$ cat src/rtl/pipe_stage_reg.sv
// pipe_stage_reg: parametrised inter-stage pipeline register.
// Carries LANES payload slots across one stage boundary and applies the core
// stall vector (hold / bubble / advance). Each lane can be flushed on its own.
// Saturating counters record bubble cycles and flush cycles for perf debug.
module pipe_stage_reg #(
    parameter int                DATA_W    = 64,
    parameter int                LANES     = 1,
    parameter int                STALL_W   = 6,
    parameter int                STAGE     = 2,
    parameter logic [DATA_W-1:0] NOP_VALUE = '0,
    parameter int                CNT_W     = 16
) (
    input  logic                    clk_in,
    input  logic                    rst_in,
    input  logic [STALL_W-1:0]      stall_in,
    input  logic [LANES-1:0]        flush_in,
    input  logic [LANES-1:0]        valid_in,
    input  logic [LANES*DATA_W-1:0] data_in,
    output logic [LANES-1:0]        valid_out,
    output logic [LANES*DATA_W-1:0] data_out,
    output logic [CNT_W-1:0]        bubble_cnt_out,
    output logic [CNT_W-1:0]        flush_cnt_out
);

    // Reject parameter combinations that would index outside the stall vector
    generate
        if (LANES < 1) begin : g_bad_lanes
            $error("pipe_stage_reg: LANES must be at least 1");
        end
        if (STAGE < 0 || STAGE + 1 >= STALL_W) begin : g_bad_stage
            $error("pipe_stage_reg: STAGE+1 must be a valid index into stall_in");
        end
    endgenerate

    localparam logic [CNT_W-1:0] CNT_MAX = {CNT_W{1'b1}};
    localparam logic [CNT_W-1:0] CNT_ONE = CNT_W'(1);

    logic up;
    logic dn;
    logic bubble_cycle;
    logic flush_cycle;

    assign up           = stall_in[STAGE];
    assign dn           = stall_in[STAGE+1];
    assign bubble_cycle = up & ~dn;
    assign flush_cycle  = |flush_in;

    // Per-lane update: reset, then flush, bubble, advance; otherwise hold.
    // Up=0 with dn=1 cannot come from the stall unit and simply advances.
    always_ff @(posedge clk_in) begin
        if (!rst_in) begin
            valid_out <= '0;
            for (int i = 0; i < LANES; i++) begin
                data_out[i*DATA_W +: DATA_W] <= NOP_VALUE;
            end
        end else begin
            for (int i = 0; i < LANES; i++) begin
                if (flush_in[i] || bubble_cycle) begin
                    valid_out[i]                 <= 1'b0;
                    data_out[i*DATA_W +: DATA_W] <= NOP_VALUE;
                end else if (!up) begin
                    valid_out[i]                 <= valid_in[i];
                    data_out[i*DATA_W +: DATA_W] <= data_in[i*DATA_W +: DATA_W];
                end
            end
        end
    end

    // Saturating event counters, one count per cycle regardless of lane count
    always_ff @(posedge clk_in) begin
        if (!rst_in) begin
            bubble_cnt_out <= '0;
            flush_cnt_out  <= '0;
        end else begin
            if (bubble_cycle && bubble_cnt_out != CNT_MAX) begin
                bubble_cnt_out <= bubble_cnt_out + CNT_ONE;
            end
            if (flush_cycle && flush_cnt_out != CNT_MAX) begin
                flush_cnt_out <= flush_cnt_out + CNT_ONE;
            end
        end
    end

endmodule

$ cat config.mk
export PLATFORM = sky130hd
export DESIGN_NAME = pipe_stage_reg
export DESIGN_NICKNAME = d
export VERILOG_FILES = /design/src/rtl/pipe_stage_reg.sv
export SDC_FILE = /design/constraint.sdc
export NUM_CORES = 1
export LEC_CHECK = 0
export BUFFER_PORTS_ARGS = -buffer_cell sky130_fd_sc_hd__buf_2
export CELL_PAD_IN_SITES_DETAIL_PLACEMENT = 0
export CELL_PAD_IN_SITES_GLOBAL_PLACEMENT = 1
export CORE_MARGIN = 5
export CORE_UTILIZATION = 37
export CTS_CLUSTER_DIAMETER = 50
export DETAILED_ROUTE_END_ITERATION = 8
export HOLD_SLACK_MARGIN = 0.02
export PLACE_DENSITY = 0.86
export SETUP_SLACK_MARGIN = 0.15
export SYNTH_ARGS = -nofsm -noshare
export SYNTH_HDL_FRONTEND = slang
export SYNTH_SLANG_ARGS = --single-unit
$ cat constraint.sdc
create_clock -name clk_in -period 5 [get_ports clk_in]
set_input_delay 0.25 -clock clk_in [delete_from_list [all_inputs] [get_ports clk_in]]
set_output_delay 0.25 -clock clk_in [all_outputs]
set_load 0.01 [all_outputs]
# Word level (Yosys, flattened, before mapping)
# Cells that the tools add are included.
# totals
ff_bits	97
inputBits	74
out_inout_bits	97
wordCells	15
# classes
add_sub_neg	2
n_eq_ne	2
bitwise_logic	3
n_reduce_logical	4
# ops
operator	count
$add A16 B1 Y16 const B	2
$ne A16 B16 Y1 const B	2
$logic_and A1 B1 Y1	2
$not A1 Y1	2
$reduce_or A2 Y1	1
$and A1 B1 Y1	1
$logic_or A1 B1 Y1	1

# Logic depth before layout (Yosys ltp)
# Gate-level depths: netlist of the first run.
# depth
word_depth	4
ltp_mapped	6
ltp_nobuf	5

# Worst setup path before layout of the first run
# Ideal clock, no wire load.
# synth_path
kind	register to register
startpoint	reg bubble_cnt_out[0]
endpoint	reg bubble_cnt_out[0]
setup_time_ns	0.128
arrival_time_ns	1.891
t_required_ns	4.872
setup_slack_ns	2.981
stages_incl_launch_ff	7
path_buffers	1
period_less_slack_ns	2.019
cell_sequence	dfxtp_1 -> ha_1 -> nand4_1 -> o41ai_2 -> buf_2 -> xor2_1 -> nor2_1
# synth_via
elab_chain_cells	2
elab_cells_between_ends	3
cone_classes	add/sub (1); eq/ne (1); reduce/logical (1)
# synth_rtl
item	line_no	source
from (decl)	21	output logic [CNT_W-1:0] bubble_cnt_out,
from (signal assigned)	76	bubble_cnt_out <= bubble_cnt_out + CNT_ONE;
branches (longest 2 deep; another with $add A16 B1 Y16)	--	
# Parallel ways; which one is timed is not known.
# A chain may end at the register's enable or synchronous reset.

# Worst setup path after layout of the first run
# Same ends and word-level chain as after synthesis.

==> metrics.txt, run 1 <==
core footprint 10,230 µm²; worst r2r src bubble_cnt_out[0]; CTS tree yes; Post-Syn Area per Cell 9.709 µm²; main combinational cell family by area after synthesis simple AND/OR/NAND/NOR gates; fillers 994; DRT iter0 DRCs 136; worst path cell trace ha_1, nand4_1, o41ai_2, buf_4, xor2_1, nor2_1; outcome complete, no violations; Initial Util 37.58%; clock buffer depth 2; Compound-Gate Fraction of Synth Area 8.200%; Final nets 632; synth top area cells dfxtp_1, mux2i_1, nor2_1; # setup viols final 0; routed vias/inst 5.001; setup TNS 0 ps; register area 1942 µm²; buffer and inverter count on the worst path 1; Antenna Cells 0; top_reg_cell synth dfxtp_1; Worst-path clk slew 90 ps; CP Launch Type register; CP Capture Type register; Mapped Nets 472; final worst-path cycle share 49.35%; FF+latch count, synth 97; Final Non-Filler Cells 697; asr flop ratio synth 0%; total grt overflow 0; Max Freq 405.2 MHz; Synth top area share 50.50%; Setup Skew 13.05 ps; Critical Path Max Stage Delay 860 ps; Remaining DRCs 0; worst min path class in -> reg; LEAKAGE 2.375 nW; DR pass1 iterations 4; slowest CP cell o41ai_2; CTS Sinks 97; Die ar. 12,530 µm²; setup slack, reg-to-reg 2530 ps; die height 111.9 µm; Peak VDD IR 153.7 µV; post-synthesis mux area share 17.70%; Post-Synthesis Cells 396; Inst Count DP 681; YS warnings 0; Wirelength per Cell 14.14 µm; RSZ-0062 raised after global routing no; Crit Path Class reg -> reg; htree depth 3; Routed Antenna Nets 0; initial antenna violation count 0; post-synthesis cell area 3845 µm²; DPL Wire Length 7263 µm; via count 3,486; root buffer cell clkbuf_8; post_cts resized 0; post-synthesis adder-cell area fraction 0.6508%; Port Buf Inserts 166; CP delay by family, top compound AO/OA/AOI/OAI gates; Ports 171; Layout area overhead 29.12%; largest net degree at the start of global routing 66; GRT Overall Usage 15.71%; WP data arrival 2680 ps; first-pass GRT wire length 16,190 µm; CTS Hold Buffers Added 0; Max-slew headroom 43.10%; XOR/XNOR Fraction of Synth Area 1.139%; CTS Buf Count 9; number of cell rows 37; Critical path origin bubble_cnt_out[0]; actual slew at the worst max-slew pin 844.2 ps; synth unique cells 41; WP data required 5210 ps; hold wc startpoint data_in[41]; total of max-cap violations 0; Slew Viols, Final 0; Synth Area in Simple Gates 19.39%; vias in the first global route 3,362; Hold Vio Cnt, Final 0; clock latency on the worst-skew pair 360 ps; area taken by multi-input logic gates 1812 µm²; Post-synth EDFFs 0; Final Critical Period 2468 ps; pwr dens 278.5 nW/µm²; Seq/Total Area, Yosys 50.50%; die width 111.9 µm; largest area contributor in the netlist dfxtp_1; critical-path maximum fanout 11; final WL 9855 µm; share of cells above drive strength 1 33.69%; Post-CTS Setup Repair Bufs 0; Final Wtd Congestion 0.8204
-- sequential cells by signal, summed over array words and instances (netlist names) --
register and flops:
valid_out 1, flush_cnt_out 16, data_out 64, bubble_cnt_out 16
-- cell usage in the layout, fill, tap and decap left out, types with 2 or more instances in the layout --
| cell type | netlist | layout |
|---|---|---|
| o31ai_1 | 5 | 5 |
| clkbuf_8 | 0 | 9 |
| xor2_1 | 3 | 3 |
| buf_2 | 2 | 165 |
| nor2_1 | 72 | 72 |
| o21ai_1 | 3 | 3 |
| nand3_1 | 16 | 16 |
| nor3_1 | 4 | 4 |
| buf_4 | 0 | 4 |
| ha_1 | 2 | 2 |
| a21oi_1 | 14 | 14 |
| nand2b_1 | 4 | 4 |
| xnor2_1 | 2 | 2 |
| clkinv_2 | 0 | 3 |
| a31oi_1 | 3 | 3 |
| nor4_1 | 3 | 3 |
| o21ai_0 | 10 | 10 |
| nand2_1 | 14 | 14 |
| dfxtp_1 | 97 | 97 |
| clkinvlp_4 | 0 | 3 |
| inv_1 | 4 | 4 |
| mux2i_1 | 68 | 68 |
| or3_1 | 10 | 9 |
| or4_1 | 6 | 6 |
| o211a_1 | 3 | 3 |
| nand4_1 | 11 | 11 |
| and4_1 | 4 | 4 |
| o41ai_1 | 3 | 3 |
-- cell families after synthesis --
logic type,Yosys count
AOI/OAI and AO/OA,48
xor gates and xnor gates,5
adders and majority gates,2
buffers and inverters,24
DFF,97
muxes,68
and+or+nand+nor,152
-- power breakdown --
group          total [mW]  internal [mW]  switching (mW)
sequential          0.800          0.789          0.0114
clock               0.453          0.180           0.273
combinational       0.129         0.0618          0.0674
-- Yosys cell counts, types with 2 or more instances --
cell type   n
dfxtp_1    97
nor2_1     72
mux2i_1    68
nand3_1    16
a21oi_1    14
nand2_1    14
clkbuf_1   12
nand4_1    11
o21ai_0    10
or3_1      10
buf_1       6
or4_1       6
o31ai_1     5
and4_1      4
inv_1       4
nand2b_1    4
nor3_1      4
a31oi_1     3
nor4_1      3
o211a_1     3
o21ai_1     3
o41ai_1     3
xor2_1      3
buf_2       2
ha_1        2
xnor2_1     2
-- layer usage --
layer,global-route usage [%],vias to the layer above,share of wire [%]
met2,24.70,138,44
met5,0,-,0
li1,-,1740,-
met1,18.26,1592,41
met4,7.051,0,2.2
met3,7.391,16,12
-- worst reg2reg max path: stages (launching register included) --
cell	delay (ps)
dfxtp_1	420
ha_1	220
nand4_1	330
o41ai_2	860
buf_4	290
xor2_1	160
nor2_1	50
-- final cells by class --
class                   count  share of cell area, %
clock inverters             7                 0.9325
repair buffers            169                  17.24
inverters                   4                 0.3024
clock buffers               9                  2.495
multi-input cells         275                  36.49
flip-flops and latches     97                  39.11
well taps                 136                  3.427
-- final timing paths --
check,depth (start not counted),end
setup / recovery,6,bubble_cnt_out[0]
hold / removal,3,data_out[41]
hold reg to reg,2,data_out[39]
setup reg to reg,6,bubble_cnt_out[0]
-- through the flow --
step	total power [mW]	utilization [%]	hold WS (ps)	setup WS, ps	cell area [µm²]
CTS	1.405	48.53	92.45	2511	4965
detailed placement	0.9502	46.86	481.9	2365	4795
floorplan	0.8914	-	389.2	2981	3845
global placement	0.9464	46.86	468.9	2402	4795
finish	1.383	48.53	112.1	2532	4965
global route	1.458	48.53	98.06	2281	4965
No activity file was read; power rests on OpenSTA's default activity.
==> run 2, diff against run 1 <==
CORE_UTILIZATION = 31   (was 37)
PLACE_DENSITY = 0.77   (was 0.86)
clock period = 2.25 ns   (was 5 ns; I/O delays follow)
==> run 2 against run 1 <==
Critical endpoint is now bubble_cnt_out[11]. Wire length up 14%. Power rose to 2.7 times the previous value. Count of clock-buffer cells in the layout up 1. Via count rose by 7.9%. Register-to-register slack got worse by 2300 ps. Hold slack got worse by 82 ps. Clock skew decreased by 6.8 ps. Design area grew 16%. Clock power grew to 3.3 times the previous value. Global-route usage is 0.52 points lower. Sequential power grew 120%. Combinational power increased to 3.0 times the previous value.
==> metrics.txt, run 2 (synthesized netlist as in run 1, its figures left out) <==
outcome complete, no violations; Wirelength per Cell 14.17 µm; largest net degree at the start of global routing 66; DRT iter0 DRCs 207; Final nets 697; Peak VDD IR 303.8 µV; Die ar. 14,730 µm²; htree depth 3; Antenna Cells 0; most common cell after layout, fill and taps aside buf_2; actual slew at the worst max-slew pin 1043 ps; Final Wtd Congestion 0.8008; routed vias/inst 4.745; Worst-path clk slew 70 ps; LEAKAGE 2.698 nW; root buffer cell clkbuf_16; WP data arrival 2270 ps; Layout area overhead 49.85%; worst min path class in -> reg; first-pass GRT wire length 18,090 µm; Ports 171; # setup viols final 0; Max-slew headroom 30.49%; total grt overflow 0; setup TNS 0 ps; CP Launch Type register; share of cells above drive strength 1 30.56%; most frequent cells in the layout buf_2, dfxtp_1, nor2_1; Largest regs data_out x64, bubble_cnt_out x16, flush_cnt_out x16; Port Buf Inserts 166; CTS tree yes; pwr dens 637.2 nW/µm²; Initial Util 31.88%; via count 3,763; Final Critical Period 2030 ps; Crit Path Class reg -> reg; final WL 11,240 µm; setup slack, reg-to-reg 220 ps; Largest register FFs 64; vias in the first global route 3,755; DPL Wire Length 7419 µm; Setup Skew 6.271 ps; number of cell rows 40; total of max-cap violations 0; CP Capture Type register; RSZ-0062 raised after global routing no; Hold Vio Cnt, Final 0; Max Freq 492.6 MHz; GRT Overall Usage 15.19%; core footprint 12,060 µm²; critical-path maximum fanout 8; die width 121.4 µm; initial antenna violation count 0; CTS Buf Count 9; Routed Antenna Nets 0; Design Power 3.671 mW; Slew Viols, Final 0; WP data required 2490 ps; Top reg by flops data_out; clock buffer depth 2; clock latency on the worst-skew pair 340 ps; Remaining DRCs 0; Post-CTS Setup Repair Bufs 0; DR pass1 iterations 4; die height 121.4 µm; final worst-path cycle share 90.23%; CTS Sinks 97
-- run 2: final cells by class --
| cell class | count | area (µm²) |
|---|---|---|
| Clock buffer | 10 | 229.0 |
| Clock inverter | 5 | 57.56 |
| Inverter | 4 | 15.01 |
| Fill cell | 1145 | 6300 |
| Multi-Input combinational cell | 275 | 1812 |
| Timing Repair Buffer | 234 | 1496 |
| Tap cell | 168 | 210.2 |
| Sequential cell | 97 | 1942 |
-- run 2: worst paths after layout --
path | from | endpoint | cells after the start
hold / removal | data_in[61] | data_out[61] | 3
setup reg to reg | bubble_cnt_out[5] | bubble_cnt_out[11] | 4
setup / recovery | bubble_cnt_out[5] | bubble_cnt_out[11] | 4
hold reg to reg | data_out[2] | data_out[2] | 2
-- run 2: what timing repair did --
action	CTS	global route
endpoints found under the hold margin	61	0
hold buffers	61	0
endpoints found under the setup margin	0	0
gates resized for setup	0	0
-- run 2: layer usage --
metal  track usage, %  wire (µm)
met4            6.723        222
met2            25.98       5459
met3            4.709        896
met1            17.35       4660
met5                0          0
-- run 2: worst max-delay path, stage by stage (launching register included) --
cell and delay (ps):
dfxtp_1 440, nand4_2 160, or4_1 670, or4b_1 520, o211a_1 140
-- run 2: stage by stage --
| stage | setup slack [ps] | hold WS (ps) | std cells | utilization, % | area [µm²] |
|---|---|---|---|---|---|
| 6_report | 219.9 | 30.20 | 793 | 47.77 | 5762 |
| 4_1_cts | 223.2 | 23.34 | 793 | 47.77 | 5762 |
| 5_1_grt | 152.0 | 50.56 | 793 | 47.77 | 5762 |
| 3_3_place_gp | 261.3 | 341.0 | 717 | 40.33 | 4865 |
| 2_1_floorplan | 231.4 | 251.7 | 396 | - | 3845 |
| 3_5_place_dp | 241.7 | 353.2 | 717 | 40.33 | 4865 |
-- run 2: report_power, final --
group	switching [mW]	internal [mW]	total, mW
clock	0.655	0.854	1.51
combinational	0.172	0.210	0.382
sequential	0.0257	1.75	1.78
total	0.853	2.82	3.67
